===== src/rtl/cp0_exc_ctrl.sv =====
// Coprocessor-0 exception/interrupt controller beside the MEM stage: decides flushes,
// holds SR/Cause/EPC/PRId and services mtc0/mfc0/eret.
module cp0_exc_ctrl #(
    parameter logic [31:0] PRID     = 32'h1234_5678,
    parameter logic [31:0] HANDLER  = 32'h0000_4180,
    parameter logic [31:0] SR_RESET = 32'h0000_0000
) (
    input  logic        clk,
    input  logic        rst,
    input  logic        valid_m,
    input  logic [31:0] pc_m,
    input  logic        bd_m,
    input  logic [4:0]  exccode_m,
    input  logic        eret_m,
    input  logic [5:0]  hwint,
    input  logic        cp0_we,
    input  logic [4:0]  cp0_addr,
    input  logic [31:0] cp0_wdata,
    output logic [31:0] cp0_rdata,
    output logic [31:0] epc_out,
    output logic [31:0] handler_pc,
    output logic        exc_flush
);

    localparam logic [4:0] ADDR_SR    = 5'd12;
    localparam logic [4:0] ADDR_CAUSE = 5'd13;
    localparam logic [4:0] ADDR_EPC   = 5'd14;
    localparam logic [4:0] ADDR_PRID  = 5'd15;

    logic [5:0]  sr_im_q,    sr_im_d;
    logic        sr_exl_q,   sr_exl_d;
    logic        sr_ie_q,    sr_ie_d;
    logic        cause_bd_q, cause_bd_d;
    logic [5:0]  cause_ip_q, cause_ip_d;
    logic [4:0]  cause_exc_q, cause_exc_d;
    logic [31:0] epc_q,      epc_d;

    logic        int_req;
    logic        exc_req;
    logic [31:0] sr_word;
    logic [31:0] cause_word;
    logic [31:0] fault_pc;

    assign sr_word    = {16'b0, sr_im_q, 8'b0, sr_exl_q, sr_ie_q};
    assign cause_word = {cause_bd_q, 15'b0, cause_ip_q, 3'b0, cause_exc_q, 2'b0};

    assign int_req   = valid_m & sr_ie_q & ~sr_exl_q & (|(cause_ip_q & sr_im_q));
    assign exc_req   = valid_m & ~sr_exl_q & (exccode_m != 5'd0);
    assign exc_flush = int_req | exc_req;

    // A fault in a delay slot restarts at the branch so the branch is re-executed.
    assign fault_pc = (bd_m ? (pc_m - 32'd4) : pc_m) & ~32'h3;

    assign epc_out    = epc_q;
    assign handler_pc = HANDLER;

    always_comb begin
        cp0_rdata = 32'h0;
        case (cp0_addr)
            ADDR_SR:    cp0_rdata = sr_word;
            ADDR_CAUSE: cp0_rdata = cause_word;
            ADDR_EPC:   cp0_rdata = epc_q;
            ADDR_PRID:  cp0_rdata = PRID;
            default:    cp0_rdata = 32'h0;
        endcase
    end

    always_comb begin
        sr_im_d     = sr_im_q;
        sr_exl_d    = sr_exl_q;
        sr_ie_d     = sr_ie_q;
        cause_bd_d  = cause_bd_q;
        cause_ip_d  = hwint;
        cause_exc_d = cause_exc_q;
        epc_d       = epc_q;
        if (exc_flush) begin
            // The faulting instruction's own mtc0 is dropped.
            sr_exl_d    = 1'b1;
            cause_exc_d = int_req ? 5'd0 : exccode_m;
            cause_bd_d  = bd_m;
            epc_d       = fault_pc;
        end else if (eret_m) begin
            sr_exl_d = 1'b0;
        end else if (cp0_we) begin
            if (cp0_addr == ADDR_SR) begin
                sr_im_d  = cp0_wdata[15:10];
                sr_exl_d = cp0_wdata[1];
                sr_ie_d  = cp0_wdata[0];
            end else if (cp0_addr == ADDR_EPC) begin
                epc_d = cp0_wdata;
            end
        end
    end

    always_ff @(posedge clk) begin
        if (rst) begin
            sr_im_q     <= SR_RESET[15:10];
            sr_exl_q    <= SR_RESET[1];
            sr_ie_q     <= SR_RESET[0];
            cause_bd_q  <= 1'b0;
            cause_ip_q  <= 6'b0;
            cause_exc_q <= 5'b0;
            epc_q       <= 32'h0;
        end else begin
            sr_im_q     <= sr_im_d;
            sr_exl_q    <= sr_exl_d;
            sr_ie_q     <= sr_ie_d;
            cause_bd_q  <= cause_bd_d;
            cause_ip_q  <= cause_ip_d;
            cause_exc_q <= cause_exc_d;
            epc_q       <= epc_d;
        end
    end

endmodule

===== config.mk =====
export PLATFORM = sky130hd
export DESIGN_NAME = cp0_exc_ctrl
export DESIGN_NICKNAME = d
export VERILOG_FILES = /design/src/rtl/cp0_exc_ctrl.sv
export SDC_FILE = /design/constraint.sdc
export NUM_CORES = 1
export LEC_CHECK = 0
export CAP_MARGIN = 20
export CELL_PAD_IN_SITES_DETAIL_PLACEMENT = 1
export CELL_PAD_IN_SITES_GLOBAL_PLACEMENT = 1
export CORE_ASPECT_RATIO = 1.4
export CORE_MARGIN = 2
export CORE_UTILIZATION = 25
export DETAILED_ROUTE_END_ITERATION = 8
export HOLD_SLACK_MARGIN = 0.02
export PLACE_DENSITY_LB_ADDON = 0.05
export SKIP_CTS_REPAIR_TIMING = 1
export SLEW_MARGIN = 40
export SYNTH_ARGS = -nofsm -noshare
export SYNTH_HDL_FRONTEND = slang
export SYNTH_SLANG_ARGS = --single-unit

===== constraint.sdc =====
create_clock -name clk -period 1.9 [get_ports clk]
set_clock_uncertainty 0.2 [all_clocks]
set_input_delay 0.19 -clock clk [delete_from_list [all_inputs] [get_ports clk]]
set_output_delay 0.19 -clock clk [all_outputs]
set_load 0.02 [all_outputs]

==> results.rst, run 1 <==
.. list-table::
   :header-rows: 1

   * - Metric
     - Value
   * - Crit share post-route
     - 108.5%
   * - Final routed wire length divided by cell count
     - around 17 µm
   * - Cell area after synthesis
     - 0.003526 mm²
   * - Number of storage elements in the synthesis netlist
     - 52
   * - TritonCTS clock tree
     - built
   * - Count of endpoints failing hold in the final timing report
     - 0
   * - Minimum clock period after layout
     - ~2.1 ns
   * - Async set-reset flop share out of synthesis
     - 0%
   * - Count of antenna-violating nets left after detailed routing
     - 0
   * - Row Count
     - 51
   * - Placed inst area
     - 0.005658 mm²
   * - Sequential area share after synthesis
     - ~30%
   * - Hold worst-path end
     - cause_exc_q[3]
   * - Hold slack final
     - between 0.05 and 0.06 ns
   * - Average cell area after synthesis
     - approximately 8.4 µm²
   * - Result of the run
     - finished, violations left
   * - Standard cell with the maximum stage delay on the critical path
     - dfxtp_2
   * - I/O pins
     - between 150 and 200
   * - CTS clk-pin slew, worst paths
     - 0.07 ns
   * - Number of enable-type register cells in the synthesized netlist
     - 0
   * - Post-Route M1 WL
     - 6005 µm
   * - # nets final
     - roughly 750
   * - Worst Reg-to-Reg Cells
     - 8
   * - CP Max Fanout
     - 6
   * - Launch point of the worst hold path
     - exccode_m[3]
   * - Detailed-router iteration count before antenna repair
     - 4
   * - Via count of the first global-routing pass
     - between 3,000 and 4,000
   * - Fraction of final layout cells sized beyond drive strength 1
     - approximately 29%
   * - Worst Setup End Kind
     - output pin
   * - Dominant cell type by count on the critical path
     - buf_6
   * - Area added between synthesis and finish
     - 86.23%
   * - Die Wd
     - roughly 100 µm
   * - Reg-to-Reg End
     - epc_out[8]
   * - DR vias
     - 3,893
   * - Kind of path behind the tightest hold check
     - in2reg
   * - Commonest cells after routing, fill and taps aside
     - buf_4, clkdlybuf4s50_1, dlymetal6s2s_1
   * - Max Fclk
     - around 480 MHz
   * - Worst path arrival time
     - about 1.7 ns
   * - Floorplan die height
     - roughly 140 µm
   * - Final wirelength
     - roughly 15,000 µm
   * - Initial drt markers
     - between 50 and 60
   * - First-pass GRT wire length
     - ~20,000 µm
   * - Starting Density
     - roughly 25%
   * - Number of H-tree levels
     - 2
   * - Clk Tree Root Cell
     - clkbuf_16
   * - Maximum buffer depth of the clock tree
     - 2
   * - Met2 WL
     - 8113 µm
   * - Antenna violations before repair
     - 0
   * - Multi-input gate area in the final layout
     - ~0.0024 mm²
   * - Netlist cell types
     - about 50
   * - Core region area
     - around 0.014 mm²
   * - Setup slack of the most critical reg-to-reg path
     - -0.06 ns
   * - Final antenna diode count
     - 0
   * - Total area of sequential cells
     - ~0.0010 mm²
   * - CP Cell Sequence
     - a22oi_2, a311o_1, o21a_2, inv_6, buf_6, buf_6
   * - Filler cell count in the final layout
     - 1,633
   * - Static Leakage
     - 3.243 nW
   * - R2R Path Start
     - sr_im_q[5]
   * - Highest routed metal layer
     - met4
   * - Ratio of total power to cell area
     - 494.1 mW/mm²
   * - Total of max-cap violations
     - 0
   * - Violated checks
     - setup timing
   * - Delay contributed by the slowest stage of the critical path
     - roughly 0.32 ns
   * - Total die area
     - about 0.015 mm²
   * - Number of clock sinks
     - 52
   * - Final Wtd Congestion
     - 0.7945
   * - Cells after synthesis
     - ~420
   * - Worst-Skew Late Latency
     - approximately 0.30 ns
   * - DRC Markers
     - 0
   * - Maximum vdd ir drop
     - 0.3466 mV
   * - Grt total ovfl
     - 0
   * - Number of stages on the worst hold path
     - 3
   * - Startpoint kind of the worst setup timing path
     - register
   * - HPWL Detailed
     - 10,900 µm
   * - Final number of max-transition violations
     - 0
   * - Dominant synthesized flop cell
     - dfxtp_1
   * - Commonest non-fill, non-tap cell in the layout
     - buf_4
   * - Maximum number of pins on one net before global-route repair
     - 25
   * - Ratio of routed vias to standard cells
     - approximately 4.6
   * - Kind of critical path
     - reg2out
   * - Final core utilization
     - a little under half
   * - Unrepaired setup endpoints after global routing
     - true
   * - Final design area excluding fillers
     - between 0.006 and 0.007 mm²
   * - Required time worst endpoint
     - around 1.5 ns
   * - Setup WS post-layout
     - -0.1621 ns
   * - Count of input and output buffers
     - approximately 150
   * - Synth warnings
     - 0
   * - Number of setup violations in the final report
     - 7
   * - GRT Resource Usage Total
     - around 17%
   * - Met3 WL
     - 469 µm
   * - Clock buffers created by TritonCTS
     - 5
==> layer usage <==
metal  global-route usage (%)  up-vias
met5                        0        -
met4                    4.196        0
met3                    2.569        6
met2                    34.19      102
met1                    18.58     1889
li1                         -     1896
==> worst max-delay path, delay by kind of cell, from the launching register on <==
kind            cells  cell delay (ns)
compound gates      3             0.73
flops               1             0.32
buf+inv             3             0.32
==> cell usage after synthesis (all sizes together), types with 4 or more instances <==
cell | number | share of area, %
nand4 | 9 | 1.6
and2 | 13 | 2.3
nand3b | 4 | 1.2
nand2 | 11 | 1.2
a22o | 5 | 1.2
nor2b | 32 | 5.7
xor2 | 19 | 4.7
a22oi | 5 | 1.1
dfxtp | 52 | 30
mux2i | 25 | 7.1
or4 | 4 | 0.85
clkbuf | 12 | 1.3
nor3 | 12 | 2.2
o21ai | 5 | 0.71
nor4 | 5 | 1.7
a211oi | 50 | 11
a21oi | 10 | 1.4
buf | 50 | 10
inv | 7 | 0.75
xnor2 | 8 | 2.0
nor2 | 53 | 5.6
==> worst max-delay path by stage <==
stage / end / start / slack [ns] / depth (start not counted)
after floorplan: epc_out[31] / exccode_m[0] / 0.03 / 8
after global placement: cp0_rdata[19] / cp0_addr[0] / -0.59 / 6
after detailed placement: exc_flush / exccode_m[0] / -0.57 / 6
after CTS: cp0_rdata[30] / cp0_addr[0] / -0.57 / 6
after global routing: exc_flush / sr_im_q[5] / -0.22 / 6
final: exc_flush / sr_im_q[5] / -0.16 / 6
==> layout make-up <==
cell class,instances,area share [%]
tap,185,3.525
timing repair buffer,268,41.31
clock inverter,1,0.1143
multi-input combinational,328,36.43
clock buffer,7,2.172
sequential,52,15.97
inverter,7,0.4764
==> metrics by stage <==
stage               instances  total power, mW  TNS, ns  setup WS [ns]
global placement          813            2.161   -35.10        -0.5895
detailed placement        813            2.173   -36.25        -0.5668
global route              848            3.399   -1.198        -0.2152
floorplan                 449            1.690        0        0.03372
CTS                       821            3.146   -22.89        -0.5746
finish                    848            3.245  -0.4493        -0.1621
==> power breakdown <==
group / switching (mW) / internal, mW
sequential: 0.0614 / 1.16
combinational: 0.506 / 0.555
clock: 0.432 / 0.527
==> state kept, by name, indices dropped and copies added (netlist names) <==
name,cells
sr_exl_q,1
cause_bd_q,1
sr_im_q,6
sr_ie_q,1
cause_exc_q,5
cause_ip_q,6
epc_out,32
==> logic make-up after synthesis <==
group	after synthesis	synth area share, %
other	2	0.2130
and+or+nand+nor	160	26.44
DFF	52	29.52
adders and majority gates	1	0.3548
AOI/OAI and AO/OA	82	16.93
muxes	26	7.417
buffers and inverters	69	12.42
xor gates and xnor gates	27	6.707
Note: power is estimated with default switching activity, not from simulation.
==> run 2: changes to the inputs <==
--- a/config.mk
+++ b/config.mk
@@ -12,6 +12,7 @@
 export CORE_MARGIN = 2
 export CORE_UTILIZATION = 25
 export DETAILED_ROUTE_END_ITERATION = 8
+export GPL_TIMING_DRIVEN = 0
 export HOLD_SLACK_MARGIN = 0.02
 export PLACE_DENSITY_LB_ADDON = 0.05
 export SKIP_CTS_REPAIR_TIMING = 1
==> run 2 against run 1 <==
- the run still ends with setup timing left
- power increased by 2.4%
- sequential cell count is the same
- final cell count down 3.7%
- combinational power increased by 8%
- setup slack worse by 0.0050 ns
- register-to-register slack lost 0.03 ns
- via count decreased by 3.5%
- die area unchanged
- utilization rose by 0.21 points
- sequential power about the same
- critical endpoint unchanged
- largest cell class is now multi-input combinational cells
- largest power group unchanged
==> results.rst, run 2 (synthesized netlist as in run 1, its figures left out) <==
.. list-table::
   :header-rows: 1

   * - Metric
     - Value
   * - Result of the run
     - finished, violations left
   * - Violated checks
     - setup timing
   * - Total die area
     - 0.01508 mm² (unchanged)
   * - Kind of critical path
     - reg2out
   * - Standard cell with the maximum stage delay on the critical path
     - dfxtp_2
   * - Count of input and output buffers
     - 147 (-0.68%)
   * - Headroom to the max-slew limit
     - 45.12%
   * - Ratio of routed vias to standard cells
     - 4.597 (+0.14%)
   * - Max Fclk
     - 483.8 MHz (-0.24%)
   * - Initial drt markers
     - 71 (+27%)
   * - Final wirelength
     - 14,780 µm (+0.46%)
   * - Max reg flops
     - 32 (unchanged)
   * - Via count of the first global-routing pass
     - 3,804 (-2.7%)
   * - Final Wtd Congestion
     - 0.8044 (+1.2%)
   * - Number of H-tree levels
     - 2 (unchanged)
   * - Grt total ovfl
     - 0 (unchanged)
   * - CP Max Fanout
     - 7 (+1)
   * - Static Leakage
     - 3.141 nW (-3.1%)
   * - Maximum buffer depth of the clock tree
     - 2 (unchanged)
   * - Final number of max-transition violations
     - 0 (unchanged)
   * - Maximum number of pins on one net before global-route repair
     - 16 (-36%)
   * - Starting Density
     - 25.46% (unchanged)
   * - Commonest non-fill, non-tap cell in the layout
     - clkdlybuf4s50_1
   * - Core region area
     - 0.01385 mm² (unchanged)
   * - Delay contributed by the slowest stage of the critical path
     - 0.33 ns (about the same)
   * - Unrepaired setup endpoints after global routing
     - true
   * - Clk Tree Root Cell
     - clkbuf_16
   * - Count of endpoints failing hold in the final timing report
     - 0 (unchanged)
   * - TritonCTS clock tree
     - built
   * - Crit share post-route
     - 108.8% (+0.26 points)
   * - Number of clock sinks
     - 52 (unchanged)
   * - Required time worst endpoint
     - 1.51 ns (about the same)
   * - Placement-stage worst setup slack
     - -1.338 ns (-0.7710 ns)
   * - Final cell count without fillers
     - 817 (-3.7%)
   * - First-pass GRT wire length
     - 20,600 µm (+1.8%)
   * - GRT Resource Usage Total
     - 17.55% (+0.47 points)
   * - Maximum vdd ir drop
     - 0.3483 mV (+0.50%)
   * - Filler cell count in the final layout
     - 1,589 (-2.7%)
   * - Detailed-router iteration count before antenna repair
     - 4 (unchanged)
   * - Ratio of total power to cell area
     - 503.9 mW/mm² (+2.0%)
   * - Worst Setup End Kind
     - output pin
   * - Dominant cell type by count on the critical path
     - buf_6
   * - DR vias
     - 3,756 (-3.5%)
   * - HPWL Detailed
     - 11,250 µm (+3.2%)
   * - Worst-Skew Late Latency
     - 0.29 ns (about the same)
   * - Antenna violations before repair
     - 0 (unchanged)
   * - Area added between synthesis and finish
     - 87.05%
   * - Row Count
     - 51 (unchanged)
   * - Final antenna diode count
     - 0 (unchanged)
   * - Count of antenna-violating nets left after detailed routing
     - 0 (unchanged)
   * - DRC Markers
     - 0 (unchanged)
   * - I/O pins
     - 183 (unchanged)
   * - Die Wd
     - 104.4 µm (unchanged)
   * - Commonest cells after routing, fill and taps aside
     - clkdlybuf4s50_1, buf_4, dlymetal6s2s_1
   * - Worst slew pin tran
     - a little over 0.8 ns
   * - Tot Pwr
     - 3.323 mW (+2.4%)
   * - Number of setup violations in the final report
     - 22 (+15)
   * - Minimum clock period after layout
     - 2.067 ns (+0.004976 ns)
   * - Total of max-cap violations
     - 0 (unchanged)
   * - Setup WS post-layout
     - -0.1670 ns (-0.004976 ns)
   * - Startpoint kind of the worst setup timing path
     - register
   * - # nets final
     - 718 (-4.1%)
   * - Cell count after placement
     - 781 (-3.9%)
   * - Worst path arrival time
     - 1.68 ns (about the same)
   * - Clock buffers created by TritonCTS
     - 5 (unchanged)
   * - Kind of path behind the tightest hold check
     - in2reg
   * - CTS clk-pin slew, worst paths
     - 0.07 ns (about the same)
   * - Fraction of final layout cells sized beyond drive strength 1
     - 30.70% (+2.0 points)
   * - CP Cell Sequence
     - a22oi_2, a311o_1, o21a_1, buf_6, inv_8, buf_8, buf_6
   * - Final routed wire length divided by cell count
     - 18.10 µm (+4.3%)
   * - Floorplan die height
     - 144.5 µm (unchanged)
[run 2: cell types whose count changed in the layout (fill, tap and decap cells not counted), moves of 5 or more]
cell	change
a211oi_2	+13
nor2_2	+5
a211oi_4	+5
buf_8	+8
a211oi_1	-18
buf_4	-37
nor2_1	-6
[run 2: power breakdown]
part | switching, mW | internal, mW | total [mW]
Sequential | 0.0641 | 1.16 | 1.23
Clock | 0.429 | 0.527 | 0.956
Combinational | 0.552 | 0.587 | 1.14
Total | 1.05 | 2.28 | 3.32
[run 2: stage by stage]
| step | util (%) | setup TNS [ns] | hold slack [ns] | cell area (µm²) |
|---|---|---|---|---|
| 3_5_place_dp | 38.57 | -64.82 | 0.2647 | 5341 |
| 4_1_cts | 39.66 | -50.89 | -0.05143 | 5492 |
| 2_1_floorplan | - | 0 | 0.1157 | 3638 |
| 5_1_grt | 47.63 | -4.005 | 0.1324 | 6595 |
| 3_3_place_gp | 38.57 | -62.54 | 0.2569 | 5341 |
| 6_report | 47.63 | -0.8312 | 0.09697 | 6595 |
[run 2: cell type report]
type	count	area (µm²)	area share, %
Timing Repair Buffer	175	1908	28.93
Inverter	7	33.78	0.5122
Tap cell	185	231.5	3.510
Sequential cell	52	1051	15.94
Clock inverter	1	7.507	0.1138
Clock buffer	7	142.6	2.163
Buffer	62	578.1	8.765
Multi-Input combinational cell	328	2643	40.07
[run 2: critical path, delay by kind of cell, from the launching register on]
kind                   cells  cell delay, ns
DFF                        1            0.33
AOI/OAI and AO/OA          3            0.63
buffers and inverters      4            0.41
[run 2: worst paths after layout]
check	from	end	slack, ns	cells after the start
worst max-delay path	sr_im_q[5]	exc_flush	-0.17	7
worst min-delay path	bd_m	epc_out[3]	0.1	4
worst max register to register	sr_im_q[4]	epc_out[14]	-0.09	9
worst min register to register	cause_exc_q[4]	cause_exc_q[4]	0.29	1
[run 2: layer usage]
layer	part of all wire [%]	GRT usage [%]	up-vias
li1	-	-	1831
met1	39	19.79	1809
met2	56	34.09	104
met3	3.1	2.704	12
met4	1.2	4.623	0
met5	0	0	-
==> run 3: changes to the inputs <==
--- a/config.mk
+++ b/config.mk
@@ -5,6 +5,7 @@
 export SDC_FILE = /design/constraint.sdc
 export NUM_CORES = 1
 export LEC_CHECK = 0
+export ABC_CLOCK_PERIOD_IN_PS = 1900
 export CAP_MARGIN = 20
 export CELL_PAD_IN_SITES_DETAIL_PLACEMENT = 1
 export CELL_PAD_IN_SITES_GLOBAL_PLACEMENT = 1
@@ -12,6 +13,7 @@
 export CORE_MARGIN = 2
 export CORE_UTILIZATION = 25
 export DETAILED_ROUTE_END_ITERATION = 8
+export GPL_ROUTABILITY_DRIVEN = 0
 export GPL_TIMING_DRIVEN = 0
 export HOLD_SLACK_MARGIN = 0.02
 export PLACE_DENSITY_LB_ADDON = 0.05
==> results of run 3 <==
Same layout as run 2: the final DEF is identical, and so are final timing and power.
